## src/rtl/bcd_seg_scan.sv

```systemverilog
// Multiplexed 6-digit 7-segment driver for packed BCD.
// Snapshots num/dp once per frame and decodes one digit per slot.
module bcd_seg_scan #(
  parameter logic [31:0] SCAN_DIV    = 32'd50_000,
  parameter logic        BLANK_LZ    = 1'b1,
  parameter logic        SEG_ACT_LOW = 1'b1,
  parameter logic        SEL_ACT_LOW = 1'b1
) (
  input  logic        clk,
  input  logic        rst,
  input  logic [23:0] num,
  input  logic [5:0]  dp,
  output logic [5:0]  sel,
  output logic [7:0]  seg,
  output logic        frame_start
);

  typedef enum logic {IDLE, SCAN} state_e;

  localparam logic [5:0] SEL_OFF = SEL_ACT_LOW ? 6'h3F : 6'h00;
  localparam logic [7:0] SEG_OFF = SEG_ACT_LOW ? 8'hFF : 8'h00;

  state_e      state_q, state_d;
  logic [31:0] cnt_q, cnt_d;
  logic [2:0]  idx_q, idx_d;
  logic [23:0] num_q, num_d;
  logic [5:0]  dp_q, dp_d;
  logic [5:0]  sel_q, sel_d;
  logic [7:0]  seg_q, seg_d;
  logic        fs_q, fs_d;
  logic        tick;
  logic        load;
  logic [5:0]  lz;
  logic [3:0]  dig;
  logic [6:0]  dec;
  logic [7:0]  seg_hi;

  function automatic logic [6:0] decode(input logic [3:0] d);
    logic [6:0] r;
    case (d)
      4'd0:    r = 7'h3F;
      4'd1:    r = 7'h06;
      4'd2:    r = 7'h5B;
      4'd3:    r = 7'h4F;
      4'd4:    r = 7'h66;
      4'd5:    r = 7'h6D;
      4'd6:    r = 7'h7D;
      4'd7:    r = 7'h07;
      4'd8:    r = 7'h7F;
      4'd9:    r = 7'h6F;
      default: r = 7'h40;
    endcase
    return r;
  endfunction

  assign tick = (cnt_q == SCAN_DIV - 32'd1);

  always_comb begin
    state_d = state_q;
    idx_d   = idx_q;
    num_d   = num_q;
    dp_d    = dp_q;
    load    = 1'b0;
    cnt_d   = tick ? 32'd0 : cnt_q + 32'd1;
    if (tick) begin
      unique case (state_q)
        IDLE: begin
          load    = 1'b1;
          idx_d   = 3'd0;
          state_d = SCAN;
        end
        SCAN: begin
          if (idx_q == 3'd5) begin
            load  = 1'b1;
            idx_d = 3'd0;
          end else begin
            idx_d = idx_q + 3'd1;
          end
        end
        default: state_d = IDLE;
      endcase
    end
    if (load) begin
      num_d = num;
      dp_d  = dp;
    end
  end

  // lz[k]: digits k..5 of the new snapshot are all zero
  always_comb begin
    lz    = 6'd0;
    lz[5] = (num_d[23:20] == 4'h0);
    for (int k = 4; k >= 0; k--) begin
      lz[k] = lz[k+1] & (num_d[4*k +: 4] == 4'h0);
    end
  end

  always_comb begin
    sel_d  = sel_q;
    seg_d  = seg_q;
    fs_d   = 1'b0;
    dig    = num_d[4*idx_d +: 4];
    dec    = decode(dig);
    seg_hi = {dp_d[idx_d], dec};
    if (BLANK_LZ && (idx_d != 3'd0) && lz[idx_d]) begin
      seg_hi = 8'h00;
    end
    if (tick) begin
      fs_d  = load;
      sel_d = (6'd1 << idx_d) ^ SEL_OFF;
      seg_d = seg_hi ^ SEG_OFF;
    end
  end

  always_ff @(posedge clk) begin
    if (rst) begin
      state_q <= IDLE;
      cnt_q   <= 32'd0;
      idx_q   <= 3'd0;
      num_q   <= 24'd0;
      dp_q    <= 6'd0;
      sel_q   <= SEL_OFF;
      seg_q   <= SEG_OFF;
      fs_q    <= 1'b0;
    end else begin
      state_q <= state_d;
      cnt_q   <= cnt_d;
      idx_q   <= idx_d;
      num_q   <= num_d;
      dp_q    <= dp_d;
      sel_q   <= sel_d;
      seg_q   <= seg_d;
      fs_q    <= fs_d;
    end
  end

  assign sel         = sel_q;
  assign seg         = seg_q;
  assign frame_start = fs_q;

endmodule

```

## config.mk

```make
export PLATFORM = sky130hd
export DESIGN_NAME = bcd_seg_scan
export DESIGN_NICKNAME = d
export VERILOG_FILES = /design/src/rtl/bcd_seg_scan.sv
export SDC_FILE = /design/constraint.sdc
export NUM_CORES = 1
export LEC_CHECK = 0
export ABC_AREA = 1
export BUFFER_PORTS_ARGS = -buffer_cell sky130_fd_sc_hd__buf_4
export CORE_MARGIN = 10
export CORE_UTILIZATION = 64
export DETAILED_ROUTE_END_ITERATION = 12
export PLACE_DENSITY = 0.93
export REMOVE_ABC_BUFFERS = 1
export SLEW_MARGIN = 20
export SYNTH_ARGS = -nofsm -noshare
export SYNTH_HDL_FRONTEND = slang
export SYNTH_SLANG_ARGS = --single-unit
```

## constraint.sdc

```tcl
create_clock -name clk -period 8.1 [get_ports clk]
set_clock_uncertainty 0.2 [all_clocks]
set_input_delay 0.405 -clock clk [delete_from_list [all_inputs] [get_ports clk]]
set_output_delay 0.405 -clock clk [all_outputs]
set_load 0.005 [all_outputs]
```

* Word level (Yosys, flattened, before mapping)
Memory sizes are Yosys's and may differ from the RTL's.
Index checks and enable logic that the tools add are counted.
** Word-level totals
- Register bits :: 81
- Bits in read-only memories :: 112
- Bits of input ports :: 32
- Output and inout bits :: 15
- Word-level logic and storage cells :: 48
- Memories :: 1
** Cells by class
- $add $sub $neg :: 2
- Order comparisons :: 1
- Eq/ne operators :: 2
- Shifts and indexed selects :: 2
- Muxes and demuxes :: 13
- Bitwise gates (word level) :: 9
- Reductions and logical operators :: 10
** Memories
- (no name shown) :: depth 16, bits a word 7, read ports 1, clocked after Yosys merged registers in 0, wr ports 0, RTL line 40 : case (d)
** Operators with widths (count)
- 32-bit by 1-bit adder with 32-bit output, second input constant :: 1
- 32-bit by 16-bit equality test with 1-bit output, second input constant :: 1
- 4-bit logical NOT :: 6
- 24-bit 2-to-1 mux :: 1
- 24-bit by 6-bit variable part select with 4-bit output :: 1
- 8-bit 2-to-1 mux :: 1
- 8-bit NOT :: 1
- 1-bit binary-select mux with 3-bit select :: 2
- 3-bit 2-to-1 mux :: 2
- 6-bit 2-to-1 mux :: 1
- 6-bit NOT :: 1
- 3-bit one-hot mux with 2 select lines :: 1
- 1-bit by 3-bit left shift with 6-bit output, first input constant :: 1
- 1-bit bitwise AND :: 5
- 3-bit by 4-bit less-than comparator with 1-bit output, second input constant :: 1
- 1-bit 2-to-1 mux :: 4
- 2-bit OR reduction :: 2
- 3-bit by 1-bit adder with 3-bit output, second input constant :: 1
- 3-bit equality test, second input constant :: 1
- 3-bit nonzero test :: 1
- 1-bit NOT :: 2
- 1-bit one-hot mux with 2 select lines :: 1
- 1-bit logical AND :: 1

* Longest topological paths before layout
- Word-level depth :: 16
- Gate-level depth with buffers :: 24
- Gate-level depth less buffers :: 23

* Least setup slack after synthesis
OpenSTA, ideal clock, no wires.
- Path kind :: reg-to-reg
- Start :: reg cnt_q[0]
- End :: reg seg_q[3] (netlist: seg[3])
- Data arrival time :: 2.369 ns
- Required time :: 7.791 ns
- Path slack :: 5.422 ns
- Cell stages (with the launch flop) :: 23
- Buffers on the path :: 0
- Cells stage by stage :: dfxtp_1 ha_1 nand2_1 nor2_4 nand3_1 nor2_4 nand2_4 nand2_2 nand2_8 inv_2 nand2_1 a21oi_1 a31oi_1 nand2_1 nand2_1 nand2_1 inv_1 ha_1 nand2_1 nand3_1 nand3_1 nand2_1 inv_1
** Between the ends
- Word-level cells in the longest chain between the ends :: 14
** RTL lines
- start: declaration :: RTL line 24 : logic [31:0] cnt_q, cnt_d;
- start signal: assignment :: RTL line 127 : cnt_q <= cnt_d;
- 32-bit by 16-bit equality test with 1-bit output * :: RTL line 56 : assign tick = (cnt_q == SCAN_DIV - 32'd1);
- 1-bit 2-to-1 mux :: RTL line 65 : if (tick) begin
- 24-bit 2-to-1 mux :: RTL line 83 : if (load) begin
- 4-bit logical NOT, on equally long branches :: RTL line 92, 94
- 1-bit bitwise AND (5 in series) :: RTL line 94 : lz[k] = lz[k+1] & (num_d[4*k +: 4] == 4'h0);
- 1-bit binary-select mux with 3-bit select :: RTL line 105 : if (BLANK_LZ && (idx_d != 3'd0) && lz[idx_d]) begin
- 1-bit 2-to-1 mux (implied by the code) :: RTL line 105
- 1-bit logical AND :: RTL line 105
- 8-bit 2-to-1 mux :: RTL line 105
- 8-bit NOT (no source line)
- end signal: assignment :: RTL line 132 : seg_q <= seg_d;
- end: declaration :: RTL line 29 : logic [7:0] seg_q, seg_d;
Every way passes the cells marked *; elsewhere a longest branch is shown, timed or not. The select of a mux whose other input is x is not followed.
A chain may end at the register's enable or synchronous reset.

* Final worst setup path
- Start :: reg cnt_q[0]
- End :: reg seg_q[0] (netlist: seg[0])
Same word-level chain as after synthesis.

==> results.toml <==
[worst_setup_path]
critPathTopFamily = "simple AND/OR/NAND/NOR gates"
cpPeakStageDelay_ns = 0.38
crit_slowest_cell = "dfxtp_1"
crit_required_ns = 8.17
worstSetupPathType = "reg -> reg"
rrSetupSlack_ns = 4.89
worstPathCellList = "ha_1 > nand3_1 > nor2_1 > nand2_2 > nor2_8 > nand2_4 > nand2_4 > inv_4 > nor2_4 > nand2_2 > inv_1 > nand2_2 > nand2_2 > a21oi_4 > ha_1 > inv_1 > nand3_1 > nand3_1 > nand3_1 > nand2_1 > inv_1"
arrival_ns = 3.29
cp-start-kind = "flop"
crit_buf_inv = 4
critPathMaxFanout = 15
end_kind = "flop"

[routing]
ant_nets = 0
routed_wl_mm = 11.0
drc_errors = 0
first_pass_iters = 5
drtIter0Drc = 285
post_drt_via_cell_ratio = 5.36
vias = 4231
post_drt_wl_per_cell_um = 13.9

[floorplanning]
fp-row-count = 30
dieArea_mm2 = 0.0107
die_width_um = 104
fp.dieH_um = 104
io_pins = 47
coreArea_mm2 = 0.00679
start_util = 0.657

[sta]
timing.final.crit_share = 0.397
fin_hold_ws_ns = 0.117
hold_viol = 0
worst_pin_slew_ns = 0.497
fin_crit_ns = 3.21
setup_ws_ns = 4.89
rsz0062_at_grt = "false"
setup_tns_ns = 0
finalSetupViolCount = 0
slew_violations = 0
relSlewSlack = 0.660
clock.fmax_ghz = 0.311

[cells_and_area]
area_growth_pct = 12.3
diodes = 0
layout.cells.non_filler = 790
drive_gt1_frac = 0.205
nets = 726

[power]
leakagePower_uw = 0.00217
peakVddDrop_v = 0.0000890
powerDensity_mw_per_mm2 = 139

[status]
status = "finished, final reports clean"

[clocking]
clk_latency_ns = 0.36
cts_setup_buffers = 0
hold_buffers = 0
clockRootBuffer = "clkbuf_8"
path_clk_slew_ns = 0.09
cts.repair.resized = 0
cts_tree = "built"
numCtsBuffers = 9
htreeDepth = 3
clkSinkCount = 81
clock_path_buffers = 2

[yosys]
netlist_area_mm2 = 0.00446
synth.distinct_cells = 46
ys.flop_type = "dfxtp_1"
synthTopCellsByCount = "156 x nand2_1, 88 x nor2_1, 81 x dfxtp_1, 69 x inv_1, 46 x a21oi_1"
synth_edf_count = 0
yosys_register_bits = 81
avgSynthCellArea_um2 = 6.91
yosys.area.top_type_share = 0.363
syn_inst = 646
yosysMostFrequentCell = "nand2_1"
synth.area.top_cells = "dfxtp_1 36%, nand2_1 13%, nor2_1 7.4%"
yosys_warnings = 0
async_flop_share = 0
yosysTopAreaCell = "dfxtp_1"
synth_seq_area_share = 0.363

[global_routing]
grt_max_degree = 39
antenna_found_initial = 0
grt_pass1_vias = 4054
grt_usage = 0.199
grt_pass1_wl_mm = 18.4
grt_overflow = 0

[placement]
dp_cells = 774
gp_congestion = 0.929
post-place-ws_ns = 4.95
io_buffers = 46
dp_hpwl_mm = 8.16

[worst_hold_path]
holdCritPathClass = "in -> reg"

[job]
cap_violations = 0
layout by cell type, fill, tap and decap left out, drive strengths merged, types with 2 or more instances in the layout:
cell        n
nand2     180
nor2      110
inv        82
dfxtp      81
a21oi      49
buf        48
nand3      44
o21ai      26
nor3       11
or2        11
clkbuf      9
nand4       6
ha          5
xor2        4
clkinvlp    4
a31oi       3
a22oi       3
nor4        3
a211oi      3
clkinv      3
o21a        2
stage by stage:
step / utilization / total power [uW] / area, um^2
final: 0.738 / 699 / 5010
after CTS: 0.738 / 700 / 5010
after floorplan: - / 415 / 4350
after detailed placement: 0.711 / 433 / 4830
after global placement: 0.711 / 432 / 4830
after global routing: 0.738 / 717 / 5010
area by class of cell:
cell class / count / area (um^2)
clock buffers: 9 / 124
multi-input cells: 467 / 2420
well taps: 96 / 120
flip-flops and latches: 81 / 1620
clock inverters: 7 / 56.3
fillers: 520 / 1780
inverters: 82 / 310
repair buffers: 48 / 360
path summary, 6_finish.rpt:
kind / depth (start not counted) / from / to
worst max register to register: 21 / cnt_q[0]$_SDFF_PP0_ / seg[0]$_SDFFE_PP1N_
worst min register to register: 1 / cnt_q[0]$_SDFF_PP0_ / cnt_q[0]$_SDFF_PP0_
worst min-delay path: 3 / num[20] / num_q[20]$_SDFF_PP0_
worst max-delay path: 21 / cnt_q[0]$_SDFF_PP0_ / seg[0]$_SDFFE_PP1N_
worst min-delay path: cells and delay by family:
kind                   cells  cell delay, ns
AO/OA/AOI/OAI              1            0.07
AND/OR/NAND/NOR            1            0.09
buffers and inverters      1            0.09
flip-flops by register name, summed over array words and instances (netlist names):
name	count
seg	8
cnt_q	32
dp_q	6
idx_q	3
state_q	1
frame_start	1
num_q	24
sel	6
cells by family (layout without fill, tap and decap cells):
kind of cell	after synthesis	count (layout)	synth area share
simple gates	368	368	0.400
buf+inv	98	146	0.0948
compound gates	89	89	0.118
flops	81	81	0.363
fa+ha+maj	5	5	0.0140
xor+xnor	4	4	0.00785
mux	1	1	0.00224
per-layer routing:
metal	wire (um)	share of wire	GRT usage	up-vias
met5	0	0	0	-
met3	665	0.060	0.0341	17
met2	5210	0.47	0.332	146
li1	-	-	-	2126
met1	5000	0.45	0.250	1942
met4	148	0.013	0.0716	0
power breakdown:
part	internal (uW)	leakage, uW	switching [uW]
Combinational	12.2	0.00144	12.1
Clock	113	0.0000781	162
Sequential	399	0.000653	0.981
No activity file was read; power rests on OpenSTA's default activity.
